--- config.mk ---
export PLATFORM = sky130hd
export DESIGN_NAME = ivs_bitmap_idx_drain
export DESIGN_NICKNAME = d
export VERILOG_FILES = /design/src/rtl/ivs_bitmap_idx_drain.sv
export SDC_FILE = /design/constraint.sdc
export NUM_CORES = 1
export LEC_CHECK = 0
export CAP_MARGIN = 10
export CORE_MARGIN = 3
export CORE_UTILIZATION = 50
export DETAILED_ROUTE_END_ITERATION = 10
export PLACE_DENSITY = 0.82
export SETUP_SLACK_MARGIN = 0.02
export SYNTH_ARGS = -nofsm -noshare
export SYNTH_HDL_FRONTEND = slang
export SYNTH_SLANG_ARGS = --single-unit
--- constraint.sdc ---
create_clock -name clk -period 4 [get_ports clk]
set_input_delay 1 -clock clk [delete_from_list [all_inputs] [get_ports clk]]
set_output_delay 1 -clock clk [all_outputs]
set_load 0.05 [all_outputs]
--- src/rtl/ivs_bitmap_idx_drain.sv ---
// Drains a W-bit request bitmap as binary indices, lowest set bit first; out_vld one cycle after accept.
// Outputs hold while out_rdy is low; a new bitmap is taken in IDLE or on the last-beat handshake.
module ivs_bitmap_idx_drain #(
  parameter int W  = 32,
  parameter int IW = $clog2(W)
) (
  input  logic          clk,
  input  logic          rst,
  input  logic          in_vld,
  output logic          in_rdy,
  input  logic [W-1:0]  in_map,
  output logic          out_vld,
  input  logic          out_rdy,
  output logic [IW-1:0] out_idx,
  output logic [W-1:0]  out_oh,
  output logic [IW-1:0] out_seq,
  output logic          out_last,
  output logic          busy,
  output logic [15:0]   zero_cnt
);

  typedef enum logic {IDLE, DRAIN} state_t;

  state_t        state_q, state_d;
  logic [W-1:0]  map_q, map_d;
  logic [IW-1:0] seq_q, seq_d;
  logic [15:0]   zcnt_q, zcnt_d;

  logic [W-1:0]  lsb_oh;
  logic [W-1:0]  rest;
  logic [IW-1:0] lsb_idx;
  logic          last_w;
  logic          fire_out;
  logic          fire_in;

  // Isolate the lowest remaining set bit; the remainder decides out_last.
  assign lsb_oh = map_q & (~map_q + W'(1));
  assign rest   = map_q & ~lsb_oh;
  assign last_w = (map_q != '0) && (rest == '0);

  always_comb begin
    lsb_idx = '0;
    for (int i = 0; i < W; i++) begin
      if (lsb_oh[i]) lsb_idx = IW'(i);
    end
  end

  // Outputs are gated by rst so the reset cycle itself shows no beat and no ready.
  assign busy     = (state_q == DRAIN) && !rst;
  assign out_vld  = busy;
  assign out_idx  = out_vld ? lsb_idx : '0;
  assign out_oh   = out_vld ? lsb_oh  : '0;
  assign out_seq  = out_vld ? seq_q   : '0;
  assign out_last = out_vld & last_w;
  assign zero_cnt = zcnt_q;

  assign fire_out = out_vld & out_rdy;
  assign in_rdy   = !rst && ((state_q == IDLE) || (fire_out && last_w));
  assign fire_in  = in_vld & in_rdy;

  always_comb begin
    state_d = state_q;
    map_d   = map_q;
    seq_d   = seq_q;
    zcnt_d  = zcnt_q;
    if (fire_out) begin
      map_d = rest;
      seq_d = seq_q + IW'(1);
      if (last_w) state_d = IDLE;
    end
    // A bitmap taken on the last-beat cycle overrides the drain update above.
    if (fire_in) begin
      if (in_map != '0) begin
        map_d   = in_map;
        seq_d   = '0;
        state_d = DRAIN;
      end else begin
        state_d = IDLE;
        if (zcnt_q != 16'hFFFF) zcnt_d = zcnt_q + 16'd1;
      end
    end
  end

  always_ff @(posedge clk) begin
    if (rst) begin
      state_q <= IDLE;
      map_q   <= '0;
      seq_q   <= '0;
      zcnt_q  <= '0;
    end else begin
      state_q <= state_d;
      map_q   <= map_d;
      seq_q   <= seq_d;
      zcnt_q  <= zcnt_d;
    end
  end

endmodule

==> results.sh <==
export IMPL_status="finished, final reports clean"
export IMPL_ys_flop_type="dfxtp_1"
export IMPL_drc_errors=0
export IMPL_nFillCells=577
export IMPL_io_buffers=97
export IMPL_clkSlewWorstSetupHoldPaths_ns=0.11
export IMPL_cp_end_kind="output pin"
export IMPL_synth_top_cell_by_area="dfxtp_1"
export IMPL_crit_reg2reg_launch="map_q[11]"
export IMPL_grt_util_all_layers_pct=29.5
export IMPL_worst_hold_startpoint="zero_cnt[5]"
export IMPL_ir_drop_v=0.000154
export IMPL_setup_viol=0
export IMPL_slowest_delay_ns=0.57
export IMPL_path_cells="or4_4, nor4_4, buf_4, a21boi_0, a2111o_1, nor4_4, a31oi_1, nor2_2, buf_12"
export IMPL_ys_ff_latch=54
export IMPL_path_delay_family="simple AND/OR/NAND/NOR gates"
export IMPL_crit_buf_inv=2
export IMPL_yosysMostFrequentCell="nor2_1"
export IMPL_core_um2=7060
export IMPL_async_flop_share_pct=0
export IMPL_drive_above_1_share_pct=19.4
export IMPL_grt_max_degree=58
export IMPL_die_area_um2=8590
export IMPL_tightest_slew_ns=1.02
export IMPL_slew_headroom_pct=32.2
export IMPL_required_ns=3.00
export IMPL_whs_ns=0.527
export IMPL_area_growth_pct=36.8
export IMPL_p_total_uw=1470
export IMPL_synth_edf_count=0
export IMPL_maxCapViolations=0
export IMPL_grt_ovfl_total=0
export IMPL_htree_levels=2
export IMPL_combPwrFrac_pct=34.3
export IMPL_grt_pass1_wl_mm=20.5
export IMPL_arrival_ns=2.97
export IMPL_rows=30
export IMPL_clk_latency_ns=0.32
export IMPL_routed_wirelength_mm=12.9
export IMPL_fin_skew_ns=0.00835
export IMPL_synth_net_count=547
export IMPL_final_nets=651
export IMPL_synth_top_area_share_pct=28.8
export IMPL_syn_inst=509
export IMPL_finish_instance_area_um2=5140
export IMPL_die_h_um=92.7
export IMPL_fin_crit_sh_pct=99.3
export IMPL_timing_fmax_mhz=252
export IMPL_path_common_cell="nor4_4"
export IMPL_p_leak_uw=0.00206
export IMPL_maxSlewViolCount=0
export IMPL_cts_tree="built"
export IMPL_placed_cells=696
export IMPL_io_pins=98
export IMPL_internal_power_uw=946
export IMPL_startpoint="map_q[11]"
export IMPL_start_kind="register"
export IMPL_utilization_pct=72.9
export IMPL_placed_cell_area_um2=4920
export IMPL_synth_avg_cell_area_um2=7.38
export IMPL_clock_root_buffer="clkbuf_8"
export IMPL_cp_max_fo=6
export IMPL_clkSinkCount=54
export IMPL_dp_hpwl_mm=9.41
export IMPL_n_antenna_cell=0
export IMPL_clkPwrFrac_pct=24.2
export IMPL_ant_nets=0
export IMPL_grt_pass1_vias=4030
export IMPL_swShare_pct=35.7
export IMPL_rsz0062_at_grt="yes"
export IMPL_synth_warnings=0
export IMPL_vias=4424
export IMPL_wire_per_inst_um=18.1
export IMPL_final_cells=710
export IMPL_hold_class="register to register"
export IMPL_die_x_um=92.7
export IMPL_cts_max_path_buffers=2
export IMPL_hold_viol=0
export IMPL_yosysUniqueCellTypes=57
export IMPL_slowest_stage="or4_4"
export IMPL_synth_seq_area_share_pct=28.8
export IMPL_netlist_top_cells_count="nor2_1 (86), dfxtp_1 (54), nand2_1 (34)"
export IMPL_hold_buffers=0
export IMPL_initial_core_util_pct=53.3
export IMPL_power_density_nw_per_um2=286
export IMPL_drt_initial_drc_count=504
export IMPL_synth_area_leaders="dfxtp_1 (29%), nor2_1 (8.6%), mux2i_1 (8.3%), nor3_1 (3.9%), a21oi_1 (3.7%)"
export IMPL_seqPwrFrac_pct=41.5
export IMPL_via_per_inst=6.23
export IMPL_antenna_found_initial=0
export IMPL_place_gp_congestion=0.934
export IMPL_syn_area_um2=3760
export IMPL_min_period_ns=3.97
export IMPL_p_switching_uw=526
export IMPL_numCtsBuffers=5
export IMPL_critPathKind="register to output pin"
export IMPL_dr_pass1_iters=5
[power groups by stage]
stage / logic [uW] / registers, uW / clock network (uW)
2_1_floorplan: 306 / 595 / 0
3_3_place_gp: 462 / 616 / 0
3_5_place_dp: 466 / 617 / 0
4_1_cts: 473 / 606 / 356
5_1_grt: 540 / 614 / 380
6_report: 505 / 610 / 357
[worst paths after layout]
| check | end | slack, ns | cells past startpoint |
|---|---|---|---|
| worst max-delay path | in_rdy | 0.03 | 9 |
| worst max register to register | zero_cnt[13] | 0.59 | 11 |
| worst min register to register | zero_cnt[5] | 0.53 | 2 |
| worst min-delay path | zero_cnt[5] | 0.53 | 2 |
[cell type report]
type / count / area (um^2) / area share, %
multi-input cells: 403 / 2540 / 49.4
repair buffers: 128 / 1200 / 23.3
flip-flops and latches: 54 / 1100 / 21.4
well taps: 96 / 120 / 2.34
clock buffers: 7 / 96.3 / 1.87
inverters: 21 / 78.8 / 1.53
clock inverters: 1 / 8.76 / 0.170
[tightest hold or removal path, cell delays in order (launching register included)]
cell	delay, ns
dfxtp_1	0.35
o21ai_1	0.08
a21oi_1	0.06
[sequential cells by signal (all words and copies together), names as in the netlist]
| signal | flops |
|---|---|
| map_q | 32 |
| seq_q | 5 |
| state_q | 1 |
| zero_cnt | 16 |
[cell usage in the layout, fill, tap and decap left out, types with 8 or more instances in the layout]
| cell | instances |
|---|---|
| o21a_1 | 11 |
| o21ai_0 | 8 |
| and2_1 | 9 |
| or3_1 | 15 |
| buf_12 | 9 |
| nand2_1 | 33 |
| nand4_1 | 11 |
| nand3_1 | 14 |
| and3_1 | 11 |
| nor4_1 | 18 |
| buf_4 | 68 |
| inv_1 | 21 |
| a21boi_0 | 9 |
| a21oi_1 | 27 |
| dfxtp_1 | 45 |
| mux2i_1 | 31 |
| clkdlybuf4s50_1 | 50 |
| nor3_1 | 27 |
| nor2_1 | 83 |
| o21ai_1 | 10 |
[repair_timing]
action / 4_1_cts / 5_1_grt
gates resized for setup: 8 / 16
setup endpoints to repair: 2 / 5
buffers inserted: 0 / 6
pin swaps: 1 / 3
[cell families after synthesis]
logic type	count (synthesis)	share of synthesized area (%)
simple gates	256	35.8
compound gates	107	19.0
flops	54	28.8
buf+inv	52	5.79
mux	32	8.56
xor+xnor	5	1.17
fa+ha+maj	3	0.932
[layer usage]
metal,wire (um),up-vias,GRT usage (%)
li1,-,2069,-
met1,5390,2064,40.1
met2,5790,257,46.8
met3,1380,34,6.50
met4,283,0,8.30
met5,0,-,0
[through the flow]
step           worst slack, ns  TNS (ns)
4_1_cts                 0.0275         0
2_1_floorplan           0.0260         0
6_report                0.0288         0
5_1_grt                 -0.104    -0.179
3_3_place_gp            0.0777         0
3_5_place_dp            0.0214         0
(Power assumes the default switching activity.)
